**config.mk**
```make
export PLATFORM = sky130hd
export DESIGN_NAME = hazard_forward_unit
export DESIGN_NICKNAME = d
export VERILOG_FILES = /design/src/rtl/cpu_types_pkg.sv /design/src/rtl/forwarding_unit.sv /design/src/rtl/hazard_forward_unit.sv
export SDC_FILE = /design/constraint.sdc
export NUM_CORES = 1
export LEC_CHECK = 0
export CAP_MARGIN = 20
export CELL_PAD_IN_SITES_DETAIL_PLACEMENT = 0
export CELL_PAD_IN_SITES_GLOBAL_PLACEMENT = 2
export CORE_MARGIN = 1.5
export CORE_UTILIZATION = 22
export CTS_CLUSTER_DIAMETER = 50
export CTS_CLUSTER_SIZE = 25
export DETAILED_ROUTE_END_ITERATION = 12
export PLACE_DENSITY_LB_ADDON = 0.1
export SLEW_MARGIN = 30
export SYNTH_ARGS = -nofsm -noshare
export SYNTH_HDL_FRONTEND = slang
export SYNTH_SLANG_ARGS = --single-unit
```
**constraint.sdc**
```tcl
create_clock -name CLK -period 1.9 [get_ports CLK]
set_clock_uncertainty 0.05 [all_clocks]
set_input_delay 0.38 -clock CLK [delete_from_list [all_inputs] [get_ports CLK]]
set_output_delay 0.38 -clock CLK [all_outputs]
set_load 0.05 [all_outputs]
```
**src/rtl/cpu_types_pkg.sv**
```systemverilog
// Shared types for the CPU pipeline control blocks.
//   regbits_t      : 5-bit register index
//   fwd_sel_t      : ALU operand mux select (rdat / EX/MEM / MEM/WB)
//   hazard_state_t : pipeline sequencer state
package cpu_types_pkg;

  typedef logic [4:0] regbits_t;

  typedef enum logic [1:0] {
    FWD_RDAT  = 2'b00,
    FWD_EXMEM = 2'b01,
    FWD_MEMWB = 2'b10
  } fwd_sel_t;

  typedef enum logic [1:0] {
    RUN,
    MEM_WAIT,
    HALTED
  } hazard_state_t;

endpackage

```
**src/rtl/forwarding_unit.sv**
```systemverilog
// Combinational ALU operand forwarding select generation.
// Inputs : rs/rt of the ID/EX instruction, write-back info of EX/MEM and MEM/WB.
// Outputs: forwarda/forwardb select for operand A/B muxes (never 2'b11).
module forwarding_unit
  import cpu_types_pkg::*;
(
  input  regbits_t rs_id_ex,
  input  regbits_t rt_id_ex,
  input  logic     regwrite_ex_mem,
  input  logic     memread_ex_mem,
  input  regbits_t wsel_ex_mem,
  input  logic     regwrite_mem_wb,
  input  regbits_t wsel_mem_wb,
  output fwd_sel_t forwarda,
  output fwd_sel_t forwardb
);

  // EX/MEM is checked first since it holds the newer value. A load still in
  // EX/MEM has no data yet, so it is never a forwarding source.
  function automatic fwd_sel_t pick(input regbits_t src);
    fwd_sel_t sel;
    sel = FWD_RDAT;
    if (regwrite_ex_mem && !memread_ex_mem && (wsel_ex_mem != '0) && (wsel_ex_mem == src))
      sel = FWD_EXMEM;
    else if (regwrite_mem_wb && (wsel_mem_wb != '0) && (wsel_mem_wb == src))
      sel = FWD_MEMWB;
    return sel;
  endfunction

  always_comb begin
    forwarda = pick(rs_id_ex);
    forwardb = pick(rt_id_ex);
  end

endmodule

```
**src/rtl/hazard_forward_unit.sv**
```systemverilog
// Pipeline control for the 5-stage CPU.
// Inputs : register indices / control bits from IF/ID, ID/EX, EX/MEM, MEM/WB,
//          memory handshakes (ihit, dhit), branch_taken, halt_mem_wb.
// Outputs: forwarda/forwardb, stage register enables and flushes, halted,
//          saturating stall_cycles / flush_events counters (CNT_W bits).
module hazard_forward_unit
  import cpu_types_pkg::*;
#(
  parameter int unsigned CNT_W = 16
) (
  input  logic             CLK,
  input  logic             nRST,
  input  logic [4:0]       rs_if_id,
  input  logic [4:0]       rt_if_id,
  input  logic [4:0]       rs_id_ex,
  input  logic [4:0]       rt_id_ex,
  input  logic             memread_id_ex,
  input  logic [4:0]       wsel_id_ex,
  input  logic             regwrite_ex_mem,
  input  logic             memread_ex_mem,
  input  logic [4:0]       wsel_ex_mem,
  input  logic             dreq_ex_mem,
  input  logic             dhit,
  input  logic             ihit,
  input  logic             branch_taken,
  input  logic             regwrite_mem_wb,
  input  logic [4:0]       wsel_mem_wb,
  input  logic             halt_mem_wb,
  output logic [1:0]       forwarda,
  output logic [1:0]       forwardb,
  output logic             pc_en,
  output logic             if_id_en,
  output logic             id_ex_en,
  output logic             ex_mem_en,
  output logic             mem_wb_en,
  output logic             if_id_flush,
  output logic             id_ex_flush,
  output logic             ex_mem_flush,
  output logic             halted,
  output logic [CNT_W-1:0] stall_cycles,
  output logic [CNT_W-1:0] flush_events
);

  hazard_state_t state, next_state;
  fwd_sel_t      fwd_a, fwd_b;
  logic          halt_now, mem_block, load_use;
  logic          count_stall, count_flush;

  forwarding_unit u_fwd (
    .rs_id_ex        (rs_id_ex),
    .rt_id_ex        (rt_id_ex),
    .regwrite_ex_mem (regwrite_ex_mem),
    .memread_ex_mem  (memread_ex_mem),
    .wsel_ex_mem     (wsel_ex_mem),
    .regwrite_mem_wb (regwrite_mem_wb),
    .wsel_mem_wb     (wsel_mem_wb),
    .forwarda        (fwd_a),
    .forwardb        (fwd_b)
  );

  assign forwarda = fwd_a;
  assign forwardb = fwd_b;
  assign halted   = (state == HALTED);

  // Hazard conditions. MEM_WAIT keeps the freeze until dhit even if the
  // requesting instruction's dreq were to drop.
  assign halt_now  = (state == HALTED) || halt_mem_wb;
  assign mem_block = (dreq_ex_mem || (state == MEM_WAIT)) && !dhit;
  assign load_use  = memread_id_ex && (wsel_id_ex != '0) &&
                     ((wsel_id_ex == rs_if_id) || (wsel_id_ex == rt_if_id));

  // State register
  always_ff @(posedge CLK or negedge nRST) begin
    if (!nRST) state <= RUN;
    else       state <= next_state;
  end

  // Next-state logic
  always_comb begin
    next_state = RUN;
    if (halt_now)       next_state = HALTED;
    else if (mem_block) next_state = MEM_WAIT;
  end

  // Mealy outputs. Branch is tested before load-use: the flush removes the
  // consumer, so stalling for it would only waste a cycle.
  always_comb begin
    pc_en        = 1'b0;
    if_id_en     = 1'b0;
    id_ex_en     = 1'b0;
    ex_mem_en    = 1'b0;
    mem_wb_en    = 1'b0;
    if_id_flush  = 1'b0;
    id_ex_flush  = 1'b0;
    ex_mem_flush = 1'b0;
    count_flush  = 1'b0;
    if (!nRST || halt_now || mem_block) begin
      // everything held
    end else if (branch_taken) begin
      {pc_en, if_id_en, id_ex_en, ex_mem_en, mem_wb_en} = '1;
      {if_id_flush, id_ex_flush, ex_mem_flush}          = '1;
      count_flush = 1'b1;
    end else if (load_use) begin
      {id_ex_en, ex_mem_en, mem_wb_en} = '1;
      id_ex_flush = 1'b1;
    end else if (!ihit) begin
      {if_id_en, id_ex_en, ex_mem_en, mem_wb_en} = '1;
      if_id_flush = 1'b1;
    end else begin
      {pc_en, if_id_en, id_ex_en, ex_mem_en, mem_wb_en} = '1;
    end
  end

  assign count_stall = !pc_en && (state != HALTED);

  // Saturating performance counters
  always_ff @(posedge CLK or negedge nRST) begin
    if (!nRST) begin
      stall_cycles <= '0;
      flush_events <= '0;
    end else begin
      if (count_stall && (stall_cycles != '1)) stall_cycles <= stall_cycles + CNT_W'(1);
      if (count_flush && (flush_events != '1)) flush_events <= flush_events + CNT_W'(1);
    end
  end

endmodule
```
### Word-level counts from Yosys, hierarchy flattened

Cells that the tools add are included.

* flip-flop bits (word level): 34
* logic and storage cells: 64

* add/subtract/negate cells: 2
* eq/ne operators: 11
* multiplexer cells: 23
* reductions and logical operators: 25

Operators with widths (number)
* $add A16 B1 Y16 const B: 2
* $ne A16 B16 Y1 const B: 2
* $eq A5 B5 Y1: 6
* $mux W1: 18
* $reduce_bool A5 Y1: 3
* $logic_and A1 B1 Y1: 13
* $mux W2: 5
* $logic_or A1 B1 Y1: 5
* $logic_not A1 Y1: 4
* $eq A2 B1 Y1 const B: 1
* $eq A2 B2 Y1 const B: 1
* $ne A2 B2 Y1 const B: 1

### Longest topological paths before layout

Gate-level depths: netlist of the first run.

* depth in word-level cells: 9
* depth in mapped cells: 7

### By module

A second synthesis of the first run with hierarchy kept.

* cells, all modules: 222
* area total of the unflattened synthesis: 2114.5 um2

By module, submodules not included
* hazard_forward_unit: times used 1, cells an instance 187, area each 1850.5 um2, seq. area each 850.8 um2
* forwarding_unit: times used 1, cells an instance 35, area each 264.0 um2, seq. area each 0.0 um2

### Worst setup path after synthesis of the first run

No wires, ideal clock.

* kind: input port to output port
* start point: in regwrite_ex_mem
* end point: out forwarda[1]
* arrival time: 2.964 ns
* path slack: -1.494 ns
* cell stages on the path: 4
* buffers on the path: 0
* cell sequence: nor2b_1 -> o21ai_0 -> nor4_1 -> nor4_1

* word-level cells in the longest chain between the ends: 4

Ends and longest elaborated chain
* start, declared: RTL line hazard_forward_unit.sv:19 `input logic regwrite_ex_mem,`
* $logic_and A1 B1 Y1 (3 in series): RTL line forwarding_unit.sv:23 `if (regwrite_ex_mem && !memread_ex_mem && (wsel_ex_mem != '0) && (wsel_ex_mem == src))`
* $mux W2: RTL line forwarding_unit.sv:23
* end, declared: RTL line hazard_forward_unit.sv:29 `output logic [1:0] forwarda,`

Every way passes these cells.

### Worst setup path in the final report of the first run

* start point: in wsel_mem_wb[4]
* end point: out forwardb[1]

* word-level cells in the longest chain between the ends: 5
* elaborated cells between the ends (all ways): 6
* those cells by class: eq/ne: 1; mux: 2; reduce/logical: 3

Ends and longest elaborated chain
* start, declared: RTL line hazard_forward_unit.sv:27 `input logic [4:0] wsel_mem_wb,`
* $reduce_bool A5 Y1: RTL line forwarding_unit.sv:25 `else if (regwrite_mem_wb && (wsel_mem_wb != '0) && (wsel_mem_wb == src))`
* $logic_and A1 B1 Y1: RTL line forwarding_unit.sv:25
* $logic_and A1 B1 Y1 *: RTL line forwarding_unit.sv:25
* $mux W2 *: RTL line forwarding_unit.sv:25
* $mux W2 *: RTL line forwarding_unit.sv:23
* end, declared: RTL line hazard_forward_unit.sv:30 `output logic [1:0] forwardb,`

Every way passes the cells marked *; elsewhere a longest branch is shown, timed or not.

==> reports/metrics.cfg, run 1 <==
[outcome]
status=complete, but fails checks
violations=setup timing

[synth]
ys_seq_area_share_pct=39.6
synth-edff-count=0
yosysWarnings=0
synthesis.nets=267
async_flop_share_pct=100
synth_top_area_cell=dfrtp_1
ys_seq_elements=34
synthTopCellsByArea=dfrtp_1 (40%), xor2_1 (13%), xnor2_1 (11%)
synth.avg_cell_area_um2=9.82
synth_cell_types=39
synthCells=219
yosysTopAreaCellShare_pct=39.6
synth_area_um2=2150
synthFlopType=dfrtp_1

[critical_path]
timing.rr.end=stall_cycles[7]
reg2regPathDepth=9
crit_required_ps=1470
critPathCaptureType=primary output
r2r-start=state[1]
crit_start=wsel_mem_wb[4]
start_kind=input pin
worstSetupEndpoint=forwardb[1]
path_class=in2out
cp_max_fo=3
r2r_slack_ps=-60
cp.arrival_ps=1780

[final_layout]
multi_input_area_um2=1800
final_cells=513
final_common_cell=buf_4
area_growth_syn_to_layout_pct=107
drive_gt1_share_pct=64.6
seq_area_um2=873
fin_area_um2=4450
fillers=949
layout_common_cells=buf_4 (76), xor2_1 (31), buf_6 (28)
nets=431
n_antenna_cell=0

[power]
ir_worst_vdd_uv=624
p_switching_uw=735
powerDensity_nw_per_um2=478
swShare_pct=34.6
p_clk_share_pct=25.0
cellLeakagePower_uw=0.00192
p_int_uw=1390
power.share.sequential_pct=38.1
combPwrFrac_pct=36.9
p_total_uw=2120

[global_route]
grt_pass1_vias=2238
antenna_found_initial=0
overflow=0
grt_use_total_pct=13.4
grt_pass1_wl_um=10900
grt_max_degree=35

[die]
chipWidth_um=102
rows=35
start_util_pct=23.0
core-area_um2=9370
die-area_um2=10400
io_pins=91
die_h_um=102

[sta]
rsz0062_at_grt=true
setup_viol_count_final=13
worst_slew_pin_slew_ps=454
fmax_mhz=453
setup_ws_ps=-310
final_max_slew_viol_count=0
finalHoldViolations=0
fin_crit_sh_pct=116
post-route-min-period_ps=2210
slew-limit-headroom_pct=69.7
setup_tns_ps=-2050

[place]
finalWeightedCongestion=0.817
dpl_cell_area_um2=3960
place_inst=489
hpwl_um=5030
io_buffers=90

[flow_run]
max-cap-violations=0

[clock_network]
clk_latency_ps=280
cts_tree=done
clkSlewWorstSetupHoldPaths_ps=70
cts_sinks=34
h-tree-depth=2
cts_buffers=5
clock-root-buffer=clkbuf_8
holdBufCountCts=0
cts_buffer_depth=2

[route]
drtPass1Iterations=3
drtIter0Drc=26
route.antenna.remaining_nets=0
avgViaCountPerCell=4.27
detailroute.via_count=2193
wl_per_cell_um=13.2
drcViolationCount=0
wirelength_um=6800

[worst_hold_path]
min_path_type=in2async

stage by stage:
stage | setup WS (ps) | utilization [%] | hold slack, ps
after floorplan | -341 | - | 34.4
after global placement | -715 | 42.2 | 411
after detailed placement | -730 | 42.2 | 423
after CTS | -352 | 45.8 | 205
after global routing | -372 | 47.5 | 222
final | -310 | 47.5 | 194
flip-flops by register name (all words and copies together) (netlist names):
signal	flops
flush_events	16
stall_cycles	16
state	2
worst min path at each step:
stage / cells past startpoint / start / endpoint
floorplan: 0 / nRST / flush_events[0]
global placement: 1 / flush_events[8] / flush_events[8]
detailed placement: 1 / flush_events[5] / flush_events[5]
CTS: 2 / nRST / state[1]
global route: 2 / nRST / state[1]
finish: 2 / nRST / state[0]
power groups by stage:
stage | logic, uW | registers, uW | clock network, uW
finish | 784 | 810 | 530
global route | 846 | 820 | 584
CTS | 766 | 810 | 551
detailed placement | 737 | 825 | 0
global placement | 737 | 823 | 0
floorplan | 186 | 1010 | 0
cell usage after synthesis, types with 3 or more instances:
cell,count
dfrtp_1,34
xor2_1,32
xnor2_1,26
nand2_1,17
nand3_1,16
nor2_1,11
nor4_1,9
nand4_1,8
nor3_1,8
and3_1,7
inv_1,6
a21oi_1,5
or4_1,5
nor4b_1,3
area by class of cell:
class,instances,area share (%)
clock buffer,8,1.80
inverter,6,0.647
multi-input combinational,175,40.5
sequential,34,19.6
tap,129,3.63
timing repair buffer,161,33.8
per-layer routing:
metal  up-vias  wire [um]  GRT usage (%)
met5         -          0              0
met4         0         41           2.53
met3         4        247           2.39
met2        45       3570           23.6
met1      1048       2940           17.5
li1       1096          -              -
worst max-delay path: stages:
cell and delay (ps):
buf_6 100, buf_6 100, xor2_1 130, or4_4 550
nor4_4 340, buf_12 180
timing repair:
action / 4_1_cts / 5_1_grt
cloned: 0 / 0
resized for setup: 140 / 60
endpoints found under the setup margin: 30 / 41
setup buffers: 14 / 8
pin swaps: 44 / 37
cells by family after synthesis:
| kind of cell | Yosys count | share of synthesized area (%) |
|---|---|---|
| muxes | 2 | 1.22 |
| buffers and inverters | 10 | 2.50 |
| xor gates and xnor gates | 58 | 23.6 |
| AOI/OAI and AO/OA | 16 | 6.17 |
| and+or+nand+nor | 97 | 25.8 |
| DFF | 34 | 39.6 |
| adders and majority gates | 2 | 1.16 |
(Power assumes the default switching activity.)
==> inputs of run 2 (changes only) <==
--- a/config.mk
+++ b/config.mk
@@ -8,11 +8,12 @@
 export CAP_MARGIN = 20
 export CELL_PAD_IN_SITES_DETAIL_PLACEMENT = 0
 export CELL_PAD_IN_SITES_GLOBAL_PLACEMENT = 2
-export CORE_MARGIN = 1.5
+export CORE_MARGIN = 10
 export CORE_UTILIZATION = 22
 export CTS_CLUSTER_DIAMETER = 50
 export CTS_CLUSTER_SIZE = 25
 export DETAILED_ROUTE_END_ITERATION = 12
+export GPL_TIMING_DRIVEN = 0
 export PLACE_DENSITY_LB_ADDON = 0.1
 export SLEW_MARGIN = 30
 export SYNTH_ARGS = -nofsm -noshare
==> run 2 against run 1 <==
  * The run still ends with setup timing left
  * Via count down 3.2%
  * Sequential cell count is the same
  * Combinational power decreased by 12%
  * Clock-buffer cell count shrank 1
  * Core utilization is 4.3 points lower
  * Cell count is 3.1% lower
  * Total power shrank 1.5%
  * Hold slack got worse by 49 ps
  * First-iteration DRC count rose to 2.9 times the previous value
  * Clock power is 4.2% higher
  * Critical path type unchanged
==> reports/metrics.cfg, run 2 (synthesized netlist as in run 1, its figures left out) <==
[route]
avgViaCountPerCell=4.27
wirelength_um=7320
route.antenna.remaining_nets=0
drtPass1Iterations=4
drcViolationCount=0
wl_per_cell_um=14.7
detailroute.via_count=2123
drtIter0Drc=75

[global_route]
grt_use_met1_pct=12.6
busiest_layer=met2
grtUsageMet3_pct=2.83
grt_max_degree=22
grt_pass1_vias=2264
met2_usage_pct=18.0
overflow=0
antenna_found_initial=0
grt_use_total_pct=10.3
grt_pass1_wl_um=12000

[final_layout]
n_antenna_cell=0
area_growth_syn_to_layout_pct=93.3
drive_gt1_share_pct=50.8
layout_common_cells=dlygate4sd2_1 (38), buf_4 (32), xor2_1 (31)
nets=411
final_common_cell=dlygate4sd2_1
fin_area_um2=4160
fin_util_pct=43.1
largestRegisters=flush_events x16, stall_cycles x16, state x2

[outcome]
violations=setup timing
status=complete, but fails checks

[die]
die-area_um2=14100
start_util_pct=22.3
chipWidth_um=119
rows=36
core-area_um2=9640
io_pins=91
die_h_um=119

[critical_path]
critPathCaptureType=primary output
crit_chain=buf_8, or4_4, o21ai_4, buf_6, nor4_4, nor4_4, buf_6
crit_slowest_cell=or4_4
start_kind=input pin
path_class=in2out
max_stage_delay_ps=530
cp_max_fo=3
cp.arrival_ps=1720
crit_required_ps=1470

[place]
dpl_cell_area_um2=3530
hpwl_um=5410
io_buffers=90
finalWeightedCongestion=0.700

[clock_network]
clk_latency_ps=280
clock-root-buffer=clkbuf_8
h-tree-depth=2
cts_buffer_depth=2
clkSlewWorstSetupHoldPaths_ps=70
cts_buffers=5
cts_tree=done
cts_sinks=34

[sta]
finalHoldViolations=0
slew-limit-headroom_pct=59.2
fmax_mhz=465
fin_crit_sh_pct=113
worst_slew_pin_slew_ps=609
setup_ws_ps=-248
final_max_slew_viol_count=0
setup_viol_count_final=20
post-route-min-period_ps=2150
rsz0062_at_grt=true

[flow_run]
max-cap-violations=0

[power]
powerDensity_nw_per_um2=503
cellLeakagePower_uw=0.00178
ir_worst_vdd_uv=505

[worst_hold_path]
min_path_type=in2async

## run 2: changes by cell type in the layout (fill, tap and decap cells not counted), sizes merged
cell / change
clkbuf: -2
dlygate4sd2: +27
buf: -53
dlymetal6s2s: +4
clkdlybuf4s15: +2
clkinv: +1
dlygate4sd3: +1
## run 2: final cells by class
| class | instances | area [um2] |
|---|---|---|
| inverters | 6 | 26.3 |
| clock buffers | 7 | 86.3 |
| multi-input cells | 175 | 1730 |
| repair buffers | 139 | 1250 |
| flip-flops and latches | 34 | 873 |
| plain buffers | 2 | 22.5 |
| well taps | 133 | 166 |
| clock inverters | 1 | 5.00 |
| fillers | 1018 | 5480 |
## run 2: report_power, final
part           internal (uW)  switching, uW  total [uW]
Clock                    292            260         552
Combinational            297            393         690
Sequential               778           71.7         850
## run 2: routing by layer
metal  up-vias  wire, um
met2        52      3770
met3         2       334
met1      1013      3200
met5         -         0
met4         0        22
li1       1056         -
## run 2: final timing paths
check | start | endpoint | slack, ps | depth (start not counted)
max in group asynchronous | nRST | stall_cycles[8] | 620 | 3
worst max-delay path | wsel_ex_mem[0] | forwardb[1] | -250 | 7
min in group CLK | halt_mem_wb | state[0] | 330 | 2
worst max register to register | state[0] | stall_cycles[1] | -20 | 8
worst min register to register | flush_events[5] | flush_events[5] | 430 | 1
worst min-delay path | nRST | flush_events[10] | 140 | 2
## run 2: stage by stage
step | std cells | power [uW] | worst slack [ps] | TNS, ps | hold WS, ps
after floorplan | 219 | 1200 | -341 | -2690 | 34.4
after global placement | 442 | 1480 | -2520 | -109720 | 408
after detailed placement | 443 | 1490 | -1490 | -33590 | 359
after CTS | 485 | 2060 | -342 | -2880 | 363
after global routing | 497 | 2230 | -324 | -3540 | 198
final | 497 | 2090 | -248 | -1740 | 145
## run 2: worst max-delay path: cells and delay by family
kind | cells | cell delay, ps
and+or+nand+nor | 3 | 730
buffers and inverters | 3 | 410
AOI/OAI and AO/OA | 1 | 190
## run 2: timing repair
action                                 4_1_cts  5_1_grt
setup endpoints to repair                   77       40
setup buffers                               35       17
pin swaps                                   49       35
gates cloned                                 1        0
resized for setup                          272       42
endpoints found under the hold margin       21        0
hold buffers                                 2        0
